--- src/rtl/packet_arbiter_if.sv ---
// -----------------------------------------------------------------------------
// packet_arbiter_if
// Groups the BFT-facing stream and the requester handshakes of packet_arbiter.
//   i_bft_ready   BFT accepted the packet currently on o_stream
//   i_fs_req      freespace request per input port (level)
//   i_fs_packet   freespace packet per input port, packed port-major
//   o_fs_grant    one-hot, 1-cycle pulse: freespace packet taken
//   i_empty       output FIFO empty flags
//   i_out_packet  FWFT FIFO head data, packed port-major
//   o_rd_en       one-hot, 1-cycle FIFO pop pulse
//   o_stream      packet presented to the BFT (zero when idle)
//   o_busy        a packet is held on o_stream
// Modport master is the arbiter side, slave is the surrounding logic.
// -----------------------------------------------------------------------------
interface packet_arbiter_if #(
   parameter int PACKET_BITS   = 97,
   parameter int NUM_IN_PORTS  = 7,
   parameter int NUM_OUT_PORTS = 7
);
   logic                                   i_bft_ready;
   logic [NUM_IN_PORTS-1:0]                i_fs_req;
   logic [PACKET_BITS*NUM_IN_PORTS-1:0]    i_fs_packet;
   logic [NUM_IN_PORTS-1:0]                o_fs_grant;
   logic [NUM_OUT_PORTS-1:0]               i_empty;
   logic [PACKET_BITS*NUM_OUT_PORTS-1:0]   i_out_packet;
   logic [NUM_OUT_PORTS-1:0]               o_rd_en;
   logic [PACKET_BITS-1:0]                 o_stream;
   logic                                   o_busy;

   modport master (
      input  i_bft_ready, i_fs_req, i_fs_packet, i_empty, i_out_packet,
      output o_fs_grant, o_rd_en, o_stream, o_busy
   );

   modport slave (
      output i_bft_ready, i_fs_req, i_fs_packet, i_empty, i_out_packet,
      input  o_fs_grant, o_rd_en, o_stream, o_busy
   );
endinterface

--- src/rtl/packet_arbiter.sv ---
// -----------------------------------------------------------------------------
// packet_arbiter
// Schedules the single BFT-facing stream between freespace-update packets
// (from the input ports) and data packets (from the output-port FIFOs).
// Round-robin inside each class; freespace has priority but may only take
// MAX_FS_BURST consecutive slots while any FIFO holds data.
// Ports:
//   clk, reset   clock and asynchronous active-high reset
//   bus          packet_arbiter_if.master (stream + requester handshakes)
// Optional build macro PACKET_ARBITER_STATS_EN adds:
//   o_fs_count    freespace grants (wraps at 2^32)
//   o_data_count  data grants (wraps at 2^32)
//   o_stall_count HOLD cycles with i_bft_ready low
// -----------------------------------------------------------------------------
module packet_arbiter #(
   parameter int PACKET_BITS   = 97,
   parameter int NUM_IN_PORTS  = 7,
   parameter int NUM_OUT_PORTS = 7,
   parameter int MAX_FS_BURST  = 4
) (
   input  logic                 clk,
   input  logic                 reset,
   packet_arbiter_if.master     bus
`ifdef PACKET_ARBITER_STATS_EN
   ,
   output logic [31:0]          o_fs_count,
   output logic [31:0]          o_data_count,
   output logic [31:0]          o_stall_count
`endif
);

   localparam int FS_PW    = (NUM_IN_PORTS  > 1) ? $clog2(NUM_IN_PORTS)  : 1;
   localparam int OUT_PW   = (NUM_OUT_PORTS > 1) ? $clog2(NUM_OUT_PORTS) : 1;
   localparam int BURST_W  = $clog2(MAX_FS_BURST + 1);

   typedef enum logic [0:0] {
      ST_IDLE = 1'b0,
      ST_HOLD = 1'b1
   } state_e;

   state_e                     state_q,    state_d;
   logic [FS_PW-1:0]           fs_ptr_q,   fs_ptr_d;
   logic [OUT_PW-1:0]          out_ptr_q,  out_ptr_d;
   logic [BURST_W-1:0]         burst_q,    burst_d;
   logic [PACKET_BITS-1:0]     stream_q,   stream_d;
   logic [NUM_IN_PORTS-1:0]    fs_grant_q, fs_grant_d;
   logic [NUM_OUT_PORTS-1:0]   rd_en_q,    rd_en_d;
   logic                       busy_q,     busy_d;

   logic                       load_slot_s;
   logic                       all_empty_s;
   logic                       fs_sel_s;
   logic                       data_sel_s;
   logic [FS_PW-1:0]           fs_win_s;
   logic [OUT_PW-1:0]          out_win_s;

   // First set bit of req at or after ptr, wrapping past the top port.
   function automatic logic [FS_PW-1:0] fs_rr_pick(input logic [NUM_IN_PORTS-1:0] req,
                                                   input logic [FS_PW-1:0]        ptr);
      logic [FS_PW-1:0] win;
      logic             found;
      int               idx;
      win   = '0;
      found = 1'b0;
      for (int k = 0; k < NUM_IN_PORTS; k++) begin
         idx = int'(ptr) + k;
         if (idx >= NUM_IN_PORTS) idx = idx - NUM_IN_PORTS;
         if (!found && req[idx]) begin
            win   = FS_PW'(idx);
            found = 1'b1;
         end
      end
      return win;
   endfunction

   function automatic logic [OUT_PW-1:0] out_rr_pick(input logic [NUM_OUT_PORTS-1:0] req,
                                                     input logic [OUT_PW-1:0]        ptr);
      logic [OUT_PW-1:0] win;
      logic              found;
      int                idx;
      win   = '0;
      found = 1'b0;
      for (int k = 0; k < NUM_OUT_PORTS; k++) begin
         idx = int'(ptr) + k;
         if (idx >= NUM_OUT_PORTS) idx = idx - NUM_OUT_PORTS;
         if (!found && req[idx]) begin
            win   = OUT_PW'(idx);
            found = 1'b1;
         end
      end
      return win;
   endfunction

   function automatic logic [FS_PW-1:0] fs_next(input logic [FS_PW-1:0] win);
      return (win == FS_PW'(NUM_IN_PORTS - 1)) ? '0 : win + FS_PW'(1);
   endfunction

   function automatic logic [OUT_PW-1:0] out_next(input logic [OUT_PW-1:0] win);
      return (win == OUT_PW'(NUM_OUT_PORTS - 1)) ? '0 : win + OUT_PW'(1);
   endfunction

   assign all_empty_s = &bus.i_empty;
   assign load_slot_s = (state_q == ST_IDLE) || bus.i_bft_ready;
   // Freespace wins unless its burst budget is spent while data is waiting.
   assign fs_sel_s    = (|bus.i_fs_req) &&
                        ((burst_q < BURST_W'(MAX_FS_BURST)) || all_empty_s);
   assign data_sel_s  = !fs_sel_s && !all_empty_s;
   assign fs_win_s    = fs_rr_pick(bus.i_fs_req, fs_ptr_q);
   assign out_win_s   = out_rr_pick(~bus.i_empty, out_ptr_q);

   // Next-state and registered-output computation for the load slot.
   always_comb begin
      state_d    = state_q;
      fs_ptr_d   = fs_ptr_q;
      out_ptr_d  = out_ptr_q;
      burst_d    = burst_q;
      stream_d   = stream_q;
      busy_d     = busy_q;
      fs_grant_d = '0;
      rd_en_d    = '0;
      if (load_slot_s) begin
         if (fs_sel_s) begin
            stream_d             = bus.i_fs_packet[int'(fs_win_s)*PACKET_BITS +: PACKET_BITS];
            fs_grant_d[fs_win_s] = 1'b1;
            fs_ptr_d             = fs_next(fs_win_s);
            state_d              = ST_HOLD;
            busy_d               = 1'b1;
            // Burst only counts while data is waiting behind freespace.
            if (all_empty_s) begin
               burst_d = '0;
            end else if (burst_q == BURST_W'(MAX_FS_BURST)) begin
               burst_d = burst_q;
            end else begin
               burst_d = burst_q + BURST_W'(1);
            end
         end else if (data_sel_s) begin
            stream_d            = bus.i_out_packet[int'(out_win_s)*PACKET_BITS +: PACKET_BITS];
            rd_en_d[out_win_s]  = 1'b1;
            out_ptr_d           = out_next(out_win_s);
            burst_d             = '0;
            state_d             = ST_HOLD;
            busy_d              = 1'b1;
         end else begin
            // Nothing to send (all FIFOs empty here): drop to idle.
            stream_d = '0;
            burst_d  = '0;
            state_d  = ST_IDLE;
            busy_d   = 1'b0;
         end
      end else begin
         state_d = state_q;
      end
   end

   // State, pointers and registered outputs.
   always_ff @(posedge clk or posedge reset) begin
      if (reset) begin
         state_q    <= ST_IDLE;
         fs_ptr_q   <= '0;
         out_ptr_q  <= '0;
         burst_q    <= '0;
         stream_q   <= '0;
         fs_grant_q <= '0;
         rd_en_q    <= '0;
         busy_q     <= 1'b0;
      end else begin
         state_q    <= state_d;
         fs_ptr_q   <= fs_ptr_d;
         out_ptr_q  <= out_ptr_d;
         burst_q    <= burst_d;
         stream_q   <= stream_d;
         fs_grant_q <= fs_grant_d;
         rd_en_q    <= rd_en_d;
         busy_q     <= busy_d;
      end
   end

   assign bus.o_stream   = stream_q;
   assign bus.o_fs_grant = fs_grant_q;
   assign bus.o_rd_en    = rd_en_q;
   assign bus.o_busy     = busy_q;

`ifdef PACKET_ARBITER_STATS_EN
   logic [31:0] fs_count_q, data_count_q, stall_count_q;

   // Grant and stall statistics, free-running with natural wrap.
   always_ff @(posedge clk or posedge reset) begin
      if (reset) begin
         fs_count_q    <= 32'd0;
         data_count_q  <= 32'd0;
         stall_count_q <= 32'd0;
      end else begin
         if (load_slot_s && fs_sel_s)   fs_count_q   <= fs_count_q + 32'd1;
         if (load_slot_s && data_sel_s) data_count_q <= data_count_q + 32'd1;
         if ((state_q == ST_HOLD) && !bus.i_bft_ready) stall_count_q <= stall_count_q + 32'd1;
      end
   end

   assign o_fs_count    = fs_count_q;
   assign o_data_count  = data_count_q;
   assign o_stall_count = stall_count_q;
`endif

endmodule
--- src/flat_wrapper.sv ---
// flat-port wrapper written by rule: the top's interface ports become plain ports
module packet_arbiter_flat 
#(
   parameter int PACKET_BITS   = 97,
   parameter int NUM_IN_PORTS  = 7,
   parameter int NUM_OUT_PORTS = 7,
   parameter int MAX_FS_BURST  = 4
)
  (clk, reset, bus_i_bft_ready, bus_i_fs_req, bus_i_fs_packet, bus_i_empty, bus_i_out_packet, bus_o_fs_grant, bus_o_rd_en, bus_o_stream, bus_o_busy);
  packet_arbiter_if #(.PACKET_BITS(PACKET_BITS), .NUM_IN_PORTS(NUM_IN_PORTS), .NUM_OUT_PORTS(NUM_OUT_PORTS)) bus_i ();
  input  logic clk;
  input  logic reset;
  input wire logic [$bits(bus_i.i_bft_ready)-1:0] bus_i_bft_ready;
  input wire logic [$bits(bus_i.i_fs_req)-1:0] bus_i_fs_req;
  input wire logic [$bits(bus_i.i_fs_packet)-1:0] bus_i_fs_packet;
  input wire logic [$bits(bus_i.i_empty)-1:0] bus_i_empty;
  input wire logic [$bits(bus_i.i_out_packet)-1:0] bus_i_out_packet;
  output wire logic [$bits(bus_i.o_fs_grant)-1:0] bus_o_fs_grant;
  output wire logic [$bits(bus_i.o_rd_en)-1:0] bus_o_rd_en;
  output wire logic [$bits(bus_i.o_stream)-1:0] bus_o_stream;
  output wire logic [$bits(bus_i.o_busy)-1:0] bus_o_busy;
  assign bus_i.i_bft_ready = bus_i_bft_ready;
  assign bus_i.i_fs_req = bus_i_fs_req;
  assign bus_i.i_fs_packet = bus_i_fs_packet;
  assign bus_i.i_empty = bus_i_empty;
  assign bus_i.i_out_packet = bus_i_out_packet;
  assign bus_o_fs_grant = bus_i.o_fs_grant;
  assign bus_o_rd_en = bus_i.o_rd_en;
  assign bus_o_stream = bus_i.o_stream;
  assign bus_o_busy = bus_i.o_busy;
  packet_arbiter #(.PACKET_BITS(PACKET_BITS), .NUM_IN_PORTS(NUM_IN_PORTS), .NUM_OUT_PORTS(NUM_OUT_PORTS), .MAX_FS_BURST(MAX_FS_BURST)) u_core (.clk(clk), .reset(reset), .bus(bus_i));
endmodule
--- config.mk ---
export PLATFORM = sky130hd
export DESIGN_NAME = packet_arbiter_flat
export DESIGN_NICKNAME = d
export VERILOG_FILES = /design/src/rtl/packet_arbiter_if.sv /design/src/rtl/packet_arbiter.sv /design/src/flat_wrapper.sv
export SDC_FILE = /design/constraint.sdc
export NUM_CORES = 1
export LEC_CHECK = 0
export ABC_AREA = 1
export BUFFER_PORTS_ARGS = -buffer_cell sky130_fd_sc_hd__buf_2
export CORE_AREA = 2 2 571 573
export CTS_BUF_LIST = sky130_fd_sc_hd__clkbuf_2 sky130_fd_sc_hd__clkbuf_4 sky130_fd_sc_hd__clkbuf_8
export CTS_CLUSTER_SIZE = 12
export DETAILED_ROUTE_END_ITERATION = 16
export DIE_AREA = 0 0 573 575
export PLACE_DENSITY = 0.35
export SYNTH_ARGS = -nofsm -noshare
export SYNTH_HDL_FRONTEND = slang
export SYNTH_SLANG_ARGS = --single-unit
--- constraint.sdc ---
create_clock -name clk -period 3.6 [get_ports clk]
set_input_delay 0.36 -clock clk [delete_from_list [all_inputs] [get_ports clk]]
set_output_delay 0.36 -clock clk [all_outputs]
set_load 0.05 [all_outputs]
# After elaboration in Yosys (flattened, before gate mapping)
# Index checks and enable logic that the tools add are counted.
# op_classes
n_addsub	29
mul	2
div	0
n_lt_le_gt_ge	33
eq_ne	4
shift	2
muxes	100
bitwise	3
n_reduce_logical	37
# ops
cell	n
$shiftx A679 B32 Y97	2
$lt A32 B5 Y1 const B	14
$mux W32	14
$ge A32 B4 Y1 const B	12
$sub A32 B4 Y32 const B	12
$mux W97	2
$mux W3	19
$mux W1	44
$bmux W1 S3	14
$mux W7	5
$add A3 B3 Y4 const B	6
$mul A3 B7 Y10 const B	2
$add A3 B2 Y4 const B	4
$logic_and A1 B1 Y1	16
$logic_not A1 Y1	14
$add A3 B1 Y3 const B	3
$eq A3 B3 Y1 const B	3
$add A3 B1 Y4 const B	2
$lt A3 B4 Y1 const B	2
$sub A3 B3 Y4 const B	2
$not A7 Y7	1
$reduce_and A7 Y1	1
$reduce_or A7 Y1	1
$demux W1 S3	2
8 further kinds	13
# word_totals
register_bits	121
latchBits	0
ram_bits	0
rom_bits	0
inputBits	1375
output_inout_bits	112
elab_cells	217
mem_count	0

# Longest topological paths before layout
# Gate-level depths: netlist (run 1).
# logic_depth
depth_word	31
mapped_depth	30

# Worst setup path after synthesis (run 1)
# OpenSTA, ideal clock, no wires.
# synth_path
path_type	reg-to-reg
startpoint	reg u_core.fs_ptr_q[1]
endpoint	reg u_core.stream_q[51] (netlist: u_core.bus.o_stream[51])
setup_time_ps	125
arrival_time_ps	3296
setup_slack_ps	179
stages_incl_launch_ff	22
n_path_buf	2
cell_sequence	dfrtp_1 > inv_1 > ha_1 > inv_1 > fa_1 > o21ai_0 > nand3_1 > nand2_1 > nand3_2 > nor2_4 > nand3_1 > or2_1 > nand2_2 > buf_2 > buf_2 > nand3_1 > nand3_1 > nand2_1 > nand2_1 > nand2_1 > nand2_1 > nand3_1
# synth_between
elab_chain_cells	27
word_cells_on_any_way	76
# synth_lines
item	line	source
start: declaration	packet_arbiter.sv:42	logic [FS_PW-1:0] fs_ptr_q, fs_ptr_d;
start signal: assignment	packet_arbiter.sv:168	fs_ptr_q <= fs_ptr_d;
branches (longest 23 deep; another with $sub A32 B4 Y32)	n/a	
$mux W3 (*)	packet_arbiter.sv:68	if (!found && req[idx]) begin
$mul A3 B7 Y10 (*)	packet_arbiter.sv:123	stream_d = bus.i_fs_packet[int'(fs_win_s)*PACKET_BITS +: PACKET_BITS];
$shiftx A679 B32 Y97 (*)	packet_arbiter.sv:123	
$mux W97 (*)	packet_arbiter.sv:122	if (fs_sel_s) begin
end signal: assignment	packet_arbiter.sv:171	stream_q <= stream_d;
end: declaration	packet_arbiter.sv:45	logic [PACKET_BITS-1:0] stream_q, stream_d;
# Mark *: on every way between the ends. The select of a mux whose other input is x is not followed.
# A chain may end at the register's enable or synchronous reset.

# Worst setup path after layout (run 1)
# layout_path
startpoint	reg u_core.fs_ptr_q[0]
endpoint	reg u_core.stream_q[40] (netlist: u_core.bus.o_stream[40])
# Same word-level chain as after synthesis.

==> results of run 1 <==
==> registers in the layout, summed over array words and instances (netlist names) <==
name / cells
u_core.out_ptr_q: 3
u_core.bus.o_fs_grant: 7
u_core.burst_q: 3
u_core.bus.o_busy: 1
u_core.fs_ptr_q: 3
u_core.bus.o_rd_en: 7
u_core.bus.o_stream: 97
==> through the flow <==
stage          cell area, sq um  std cells  setup slack (ns)  utilization [%]  TNS (ns)
2_1_floorplan             24700       5099            0.0258                -         0
3_3_place_gp              42400      11200            -0.842             13.1    -62.10
5_1_grt                   50700      11400            -0.546             15.7    -47.17
6_report                  50900      11500            -0.370             15.8    -24.95
4_1_cts                   46300      11300            -0.368             14.3    -28.10
3_5_place_dp              42400      11200            -0.791             13.1    -57.20
==> layout by cell type (no fill, tap or decap), types with 15 or more instances in the layout <==
| master | synthesis | layout |
|---|---|---|
| clkbuf_16 | 0 | 38 |
| nand2_2 | 14 | 314 |
| diode_2 | 0 | 112 |
| o21ai_0 | 23 | 16 |
| a21oi_1 | 65 | 41 |
| buf_6 | 12 | 110 |
| clkbuf_8 | 0 | 27 |
| nand3_1 | 1062 | 805 |
| inv_1 | 707 | 688 |
| nand3_2 | 7 | 228 |
| inv_2 | 18 | 25 |
| nor2_1 | 192 | 152 |
| nor2_2 | 4 | 27 |
| buf_2 | 199 | 1486 |
| buf_4 | 19 | 446 |
| a21oi_2 | 2 | 25 |
| nand4_1 | 222 | 222 |
| nor2_4 | 4 | 21 |
| nand2_1 | 2199 | 1788 |
| ha_4 | 0 | 15 |
| buf_12 | 0 | 166 |
| nand2_4 | 2 | 104 |
| dfrtp_1 | 121 | 118 |
| nand3_4 | 0 | 36 |
| buf_8 | 0 | 30 |
| buf_16 | 0 | 44 |
==> logic make-up after synthesis <==
group | after synthesis | share of synthesized area, %
fa+ha+maj | 30 | 1.58
xor+xnor | 3 | 0.106
compound gates | 118 | 2.60
buf+inv | 1106 | 18.5
flops | 121 | 12.3
simple gates | 3721 | 65.0
==> routing by layer <==
metal	vias to the layer above	share of wire, %	global-route usage, %
li1	20100	-	-
met1	19900	43	21.9
met2	2095	44	26.6
met3	545	9.4	5.75
met4	146	3.4	4.27
met5	-	0.31	0
==> final cells by class <==
cell class	instances	area (sq um)	area share [%]
clock inverters	2	12.5	0.0246
flip-flops and latches	121	3030	5.96
diodes	112	280	0.551
multi-input cells	3872	20900	41.1
inverters	727	2780	5.46
well taps	4325	5410	10.6
clock buffers	28	379	0.745
repair buffers	2325	18100	35.6
==> timing repair <==
| item | CTS | global route |
|---|---|---|
| setup buffers | 75 | 92 |
| endpoints found under the hold margin | 40 | 0 |
| pin swaps | 131 | 310 |
| endpoints found under the setup margin | 114 | 116 |
| hold buffers | 1 | 0 |
| gates resized for setup | 506 | 734 |
| gates cloned | 34 | 41 |
==> worst max-delay path, delay by kind of cell (launching register included) <==
kind | cells | cell delay (ns)
adders and majority gates | 2 | 0.56
buffers and inverters | 6 | 0.75
DFF | 1 | 0.43
and+or+nand+nor | 20 | 2.07
==> cell usage after synthesis, types with 2 or more instances <==
library cell,count
a21oi_1,65
a21oi_2,2
buf_1,36
buf_2,199
buf_4,19
buf_6,12
clkbuf_1,113
clkinv_1,2
dfrtp_1,121
fa_1,2
ha_1,28
inv_1,707
inv_2,18
nand2_1,2199
nand2_2,14
nand2_4,2
nand3_1,1062
nand3_2,7
nand3b_1,3
nand4_1,222
nor2_1,192
nor2_2,4
nor2_4,4
nor3_1,5
nor4_1,3
o211ai_1,6
o21a_1,2
o21ai_0,23
o21ai_1,14
o221ai_1,3
xor2_1,2
==> worst min path at each step <==
stage / startpoint / endpoint / slack [ns] / cells after the start
2_1_floorplan: u_core.burst_q[2] / u_core.burst_q[2] / 0.53 / 2
3_3_place_gp: u_core.bus.o_stream[37] / u_core.bus.o_stream[37] / 0.48 / 2
3_5_place_dp: u_core.bus.o_stream[75] / u_core.bus.o_stream[75] / 0.48 / 2
4_1_cts: bus_i_out_packet[651] / u_core.bus.o_stream[69] / 0.004 / 5
5_1_grt: bus_i_out_packet[651] / u_core.bus.o_stream[69] / 0.05 / 5
6_report: bus_i_out_packet[651] / u_core.bus.o_stream[69] / 0.09 / 5
==> flow_metrics.env, run 1 <==
export IMPL_status="finished, violations left"
export IMPL_failed_checks="negative setup slack"
export IMPL_drt_iter0_markers=3172
export IMPL_synth_edf_count=0
export IMPL_worstSetupEndpoint="u_core.bus.o_stream[40]"
export IMPL_setup_worst_path_start_class="flip-flop"
export IMPL_cts_root_buf="clkbuf_8"
export IMPL_r2r_cells=28
export IMPL_end_kind="flip-flop"
export IMPL_rsz0062_at_grt="yes"
export IMPL_row_count=209
export IMPL_grt_pass1_vias=40800
export IMPL_async_flop_share_pct=100
export IMPL_netlist_area_leader_share_pct=33.4
export IMPL_whs_ns=0.0851
export IMPL_cp_startpoint="u_core.fs_ptr_q[0]"
export IMPL_coreArea_sq_mm=0.323
export IMPL_grt_pass1_wl_um=376000
export IMPL_routed_wl_um=300000
export IMPL_grt_max_degree=86
export IMPL_yosysSeqAreaShare_pct=12.3
export IMPL_fmax_mhz=252
export IMPL_drc=0
export IMPL_die_w_um=573
export IMPL_dr_pass1_iters=5
export IMPL_hold_path_class="primary input to flip-flop"
export IMPL_syn_avg_cell_area_sq_um=4.84
export IMPL_synth_cell_types=39
export IMPL_slowest_stage="dfrtp_2"
export IMPL_yosysWarnings=0
export IMPL_skew_ns=0.0485
export IMPL_vias_per_cell=3.71
export IMPL_path_max_fanout=8
export IMPL_ant_nets=0
export IMPL_fin_crit_ns=3.97
export IMPL_drive_gt1_share_pct=45.2
export IMPL_fin_nets=8477
export IMPL_r2r_end="u_core.bus.o_stream[40]"
export IMPL_cts_sinks=121
export IMPL_synth_area_leaders="nand2_1, nand3_1, dfrtp_1"
export IMPL_dieArea_sq_mm=0.329
export IMPL_clockBufferDepth=3
export IMPL_netlist_instances=5099
export IMPL_port_buffers=1486
export IMPL_drv_cap=0
export IMPL_syn_cell_area_sq_mm=0.0247
export IMPL_tightest_slew_ns=1.02
export IMPL_ys_ff_latch=121
export IMPL_critPathKind="flip-flop to flip-flop"
export IMPL_grt_overflow_total=0
export IMPL_drv_slew=0
export IMPL_cts_made_buffers=25
export IMPL_dpl_hpwl_um=248000
export IMPL_fin_ws_ns=-0.370
export IMPL_htreeDepth=4
export IMPL_io_pins=1487
export IMPL_setup_violations=105
export IMPL_fillers=38400
export IMPL_worst_path_largest_cell_delay_ns=0.43
export IMPL_die_h_um=575
export IMPL_place_congestion=0.925
export IMPL_yosys_area_top_type="nand2_1"
export IMPL_area_growth_pct=106
export IMPL_reg2reg_slack_ns=-0.37
export IMPL_cp_required_ns=4.09
export IMPL_track_usage_pct=16.9
export IMPL_antenna_found_initial=240
export IMPL_clkTransAtPathRegs_ns=0.12
export IMPL_max_slew_margin_pct=31.9
export IMPL_clock_latency_ns=0.66
export IMPL_r2r_start="u_core.fs_ptr_q[0]"
export IMPL_post_drt_wl_per_cell_um=26.1
export IMPL_cts_tree="yes"
export IMPL_vias=42800
export IMPL_arrival_ns=4.46
export IMPL_fin_crit_sh_pct=110
export IMPL_ys_flop_type="dfrtp_1"
export IMPL_synth_fp_nets=6504
export IMPL_start_util_pct=7.64
export IMPL_timing_final_hold_violations=0
Power of run 1 is not shown: default switching activity piles up to over one toggle a cycle in this logic, so the estimate is an artifact.
==> run 2: changes to the inputs <==
--- a/config.mk
+++ b/config.mk
@@ -7,11 +7,11 @@
 export LEC_CHECK = 0
 export ABC_AREA = 1
 export BUFFER_PORTS_ARGS = -buffer_cell sky130_fd_sc_hd__buf_2
-export CORE_AREA = 2 2 571 573
+export CORE_AREA = 2 2 575 577
 export CTS_BUF_LIST = sky130_fd_sc_hd__clkbuf_2 sky130_fd_sc_hd__clkbuf_4 sky130_fd_sc_hd__clkbuf_8
 export CTS_CLUSTER_SIZE = 12
 export DETAILED_ROUTE_END_ITERATION = 16
-export DIE_AREA = 0 0 573 575
+export DIE_AREA = 0 0 577 579
 export PLACE_DENSITY = 0.35
 export SYNTH_ARGS = -nofsm -noshare
 export SYNTH_HDL_FRONTEND = slang
==> flow_metrics.env, run 2 (synthesized netlist as in run 1, its figures left out) <==
export IMPL_drv_cap=0
export IMPL_die_w_um=577
export IMPL_cts_tree="yes"
export IMPL_drc=0
export IMPL_place_congestion=0.930
export IMPL_setup_worst_path_start_class="flip-flop"
export IMPL_dp_cells=11200
export IMPL_hold_path_class="primary input to flip-flop"
export IMPL_dr_pass1_iters=6
export IMPL_final_common_cell="nand2_1"
export IMPL_track_usage_pct=17.1
export IMPL_die_h_um=579
export IMPL_cts_made_buffers=25
export IMPL_fmax_mhz=240
export IMPL_routed_wl_um=307000
export IMPL_fillers=38800
export IMPL_vias=43300
export IMPL_grt_overflow_total=0
export IMPL_path_buf_inv=28
export IMPL_timing_final_hold_violations=0
export IMPL_clock_latency_ns=0.65
export IMPL_start_util_pct=7.51
export IMPL_crit_family="buffers and inverters"
export IMPL_critPathKind="flip-flop to flip-flop"
export IMPL_final_cell_mix="nand2_1, buf_2, nand3_1"
export IMPL_failed_checks="negative setup slack"
export IMPL_fin_cells=11700
export IMPL_cts_root_buf="clkbuf_8"
export IMPL_cpMostUsedCell="buf_4"
export IMPL_tightest_slew_ns=1.30
export IMPL_setup_violations=104
export IMPL_dpl_hpwl_um=251000
export IMPL_antenna_found_initial=229
export IMPL_grt_max_degree=101
export IMPL_vias_per_cell=3.71
export IMPL_fin_crit_sh_pct=116
export IMPL_clockBufferDepth=3
export IMPL_dieArea_sq_mm=0.334
export IMPL_grt_pass1_vias=41300
export IMPL_rsz0062_at_grt="yes"
export IMPL_status="finished, violations left"
export IMPL_slowest_stage="dfrtp_1"
export IMPL_arrival_ns=4.70
export IMPL_htreeDepth=4
export IMPL_fin_ws_ns=-0.560
export IMPL_drive_gt1_share_pct=46.1
export IMPL_largest_reg_flops=97
export IMPL_port_buffers=1486
export IMPL_end_kind="flip-flop"
export IMPL_ant_nets=0
export IMPL_row_count=211
export IMPL_skew_ns=0.0728
export IMPL_drt_iter0_markers=3453
export IMPL_cp_required_ns=4.14
export IMPL_cts_sinks=121
export IMPL_coreArea_sq_mm=0.329
export IMPL_worst_path_largest_cell_delay_ns=0.44
export IMPL_whs_ns=0.168
export IMPL_path_max_fanout=3
export IMPL_drv_slew=0
export IMPL_grt_pass1_wl_um=384000
export IMPL_fin_nets=8600
export IMPL_max_slew_margin_pct=12.9
export IMPL_clkTransAtPathRegs_ns=0.12
export IMPL_post_drt_wl_per_cell_um=26.3
export IMPL_area_growth_pct=111
export IMPL_fin_crit_ns=4.16
export IMPL_io_pins=1487
[run 2: per-stage QoR]
step | util, % | TNS (ns) | setup slack (ns) | area [sq um]
final | 15.9 | -32.46 | -0.560 | 52100
after global routing | 15.8 | -56.93 | -0.664 | 51900
after CTS | 14.6 | -36.88 | -0.485 | 48100
after detailed placement | 13.0 | -66.71 | -0.919 | 42900
after global placement | 13.0 | -72.06 | -0.937 | 42900
after floorplan | - | 0 | 0.0258 | 24700
[run 2: per-layer routing]
metal | global-route usage (%) | wire, um
met5 | 0 | 782
met4 | 5.93 | 11900
met3 | 4.79 | 27300
met2 | 26.4 | 134000
met1 | 22.7 | 133000
[run 2: path summary, 6_finish.rpt]
check / from / endpoint / slack [ns] / cells after the start
min reg2reg: u_core.bus.o_stream[18] / u_core.bus.o_stream[18] / 0.50 / 2
max in group asynchronous: reset / u_core.bus.o_stream[28] / 2.35 / 4
min: bus_i_out_packet[653] / u_core.bus.o_stream[71] / 0.17 / 5
min in group asynchronous: reset / u_core.bus.o_stream[65] / 0.31 / 3
max reg2reg: u_core.out_ptr_q[1] / u_core.out_ptr_q[1] / -0.56 / 29
max: u_core.out_ptr_q[1] / u_core.out_ptr_q[1] / -0.56 / 29
[run 2: tightest hold or removal path: stages]
cell     delay, ns
buf_2         0.10
nand2_1       0.05
nand3_1       0.07
nand4_1       0.10
nand3_2       0.08
[run 2: layout make-up]
cell class	instances	area, sq um	share of cell area, %
Inverter	727	2780	5.34
Clock inverter	4	20.0	0.0384
Clock buffer	29	393	0.754
Multi-Input combinational cell	3873	21000	40.2
Timing Repair Buffer	2447	19200	36.8
Sequential cell	121	3030	5.81
Tap cell	4366	5460	10.5
Antenna cell	124	310	0.595
[run 2: timing repair]
| action | 4_1_cts | 5_1_grt |
|---|---|---|
| endpoints found under the hold margin | 53 | 0 |
| pin swaps | 123 | 276 |
| hold buffers | 1 | 0 |
| setup buffers | 158 | 89 |
| endpoints found under the setup margin | 117 | 117 |
| resized for setup | 629 | 663 |
| cloned | 38 | 35 |
Power of run 2 is left out for the same reason.
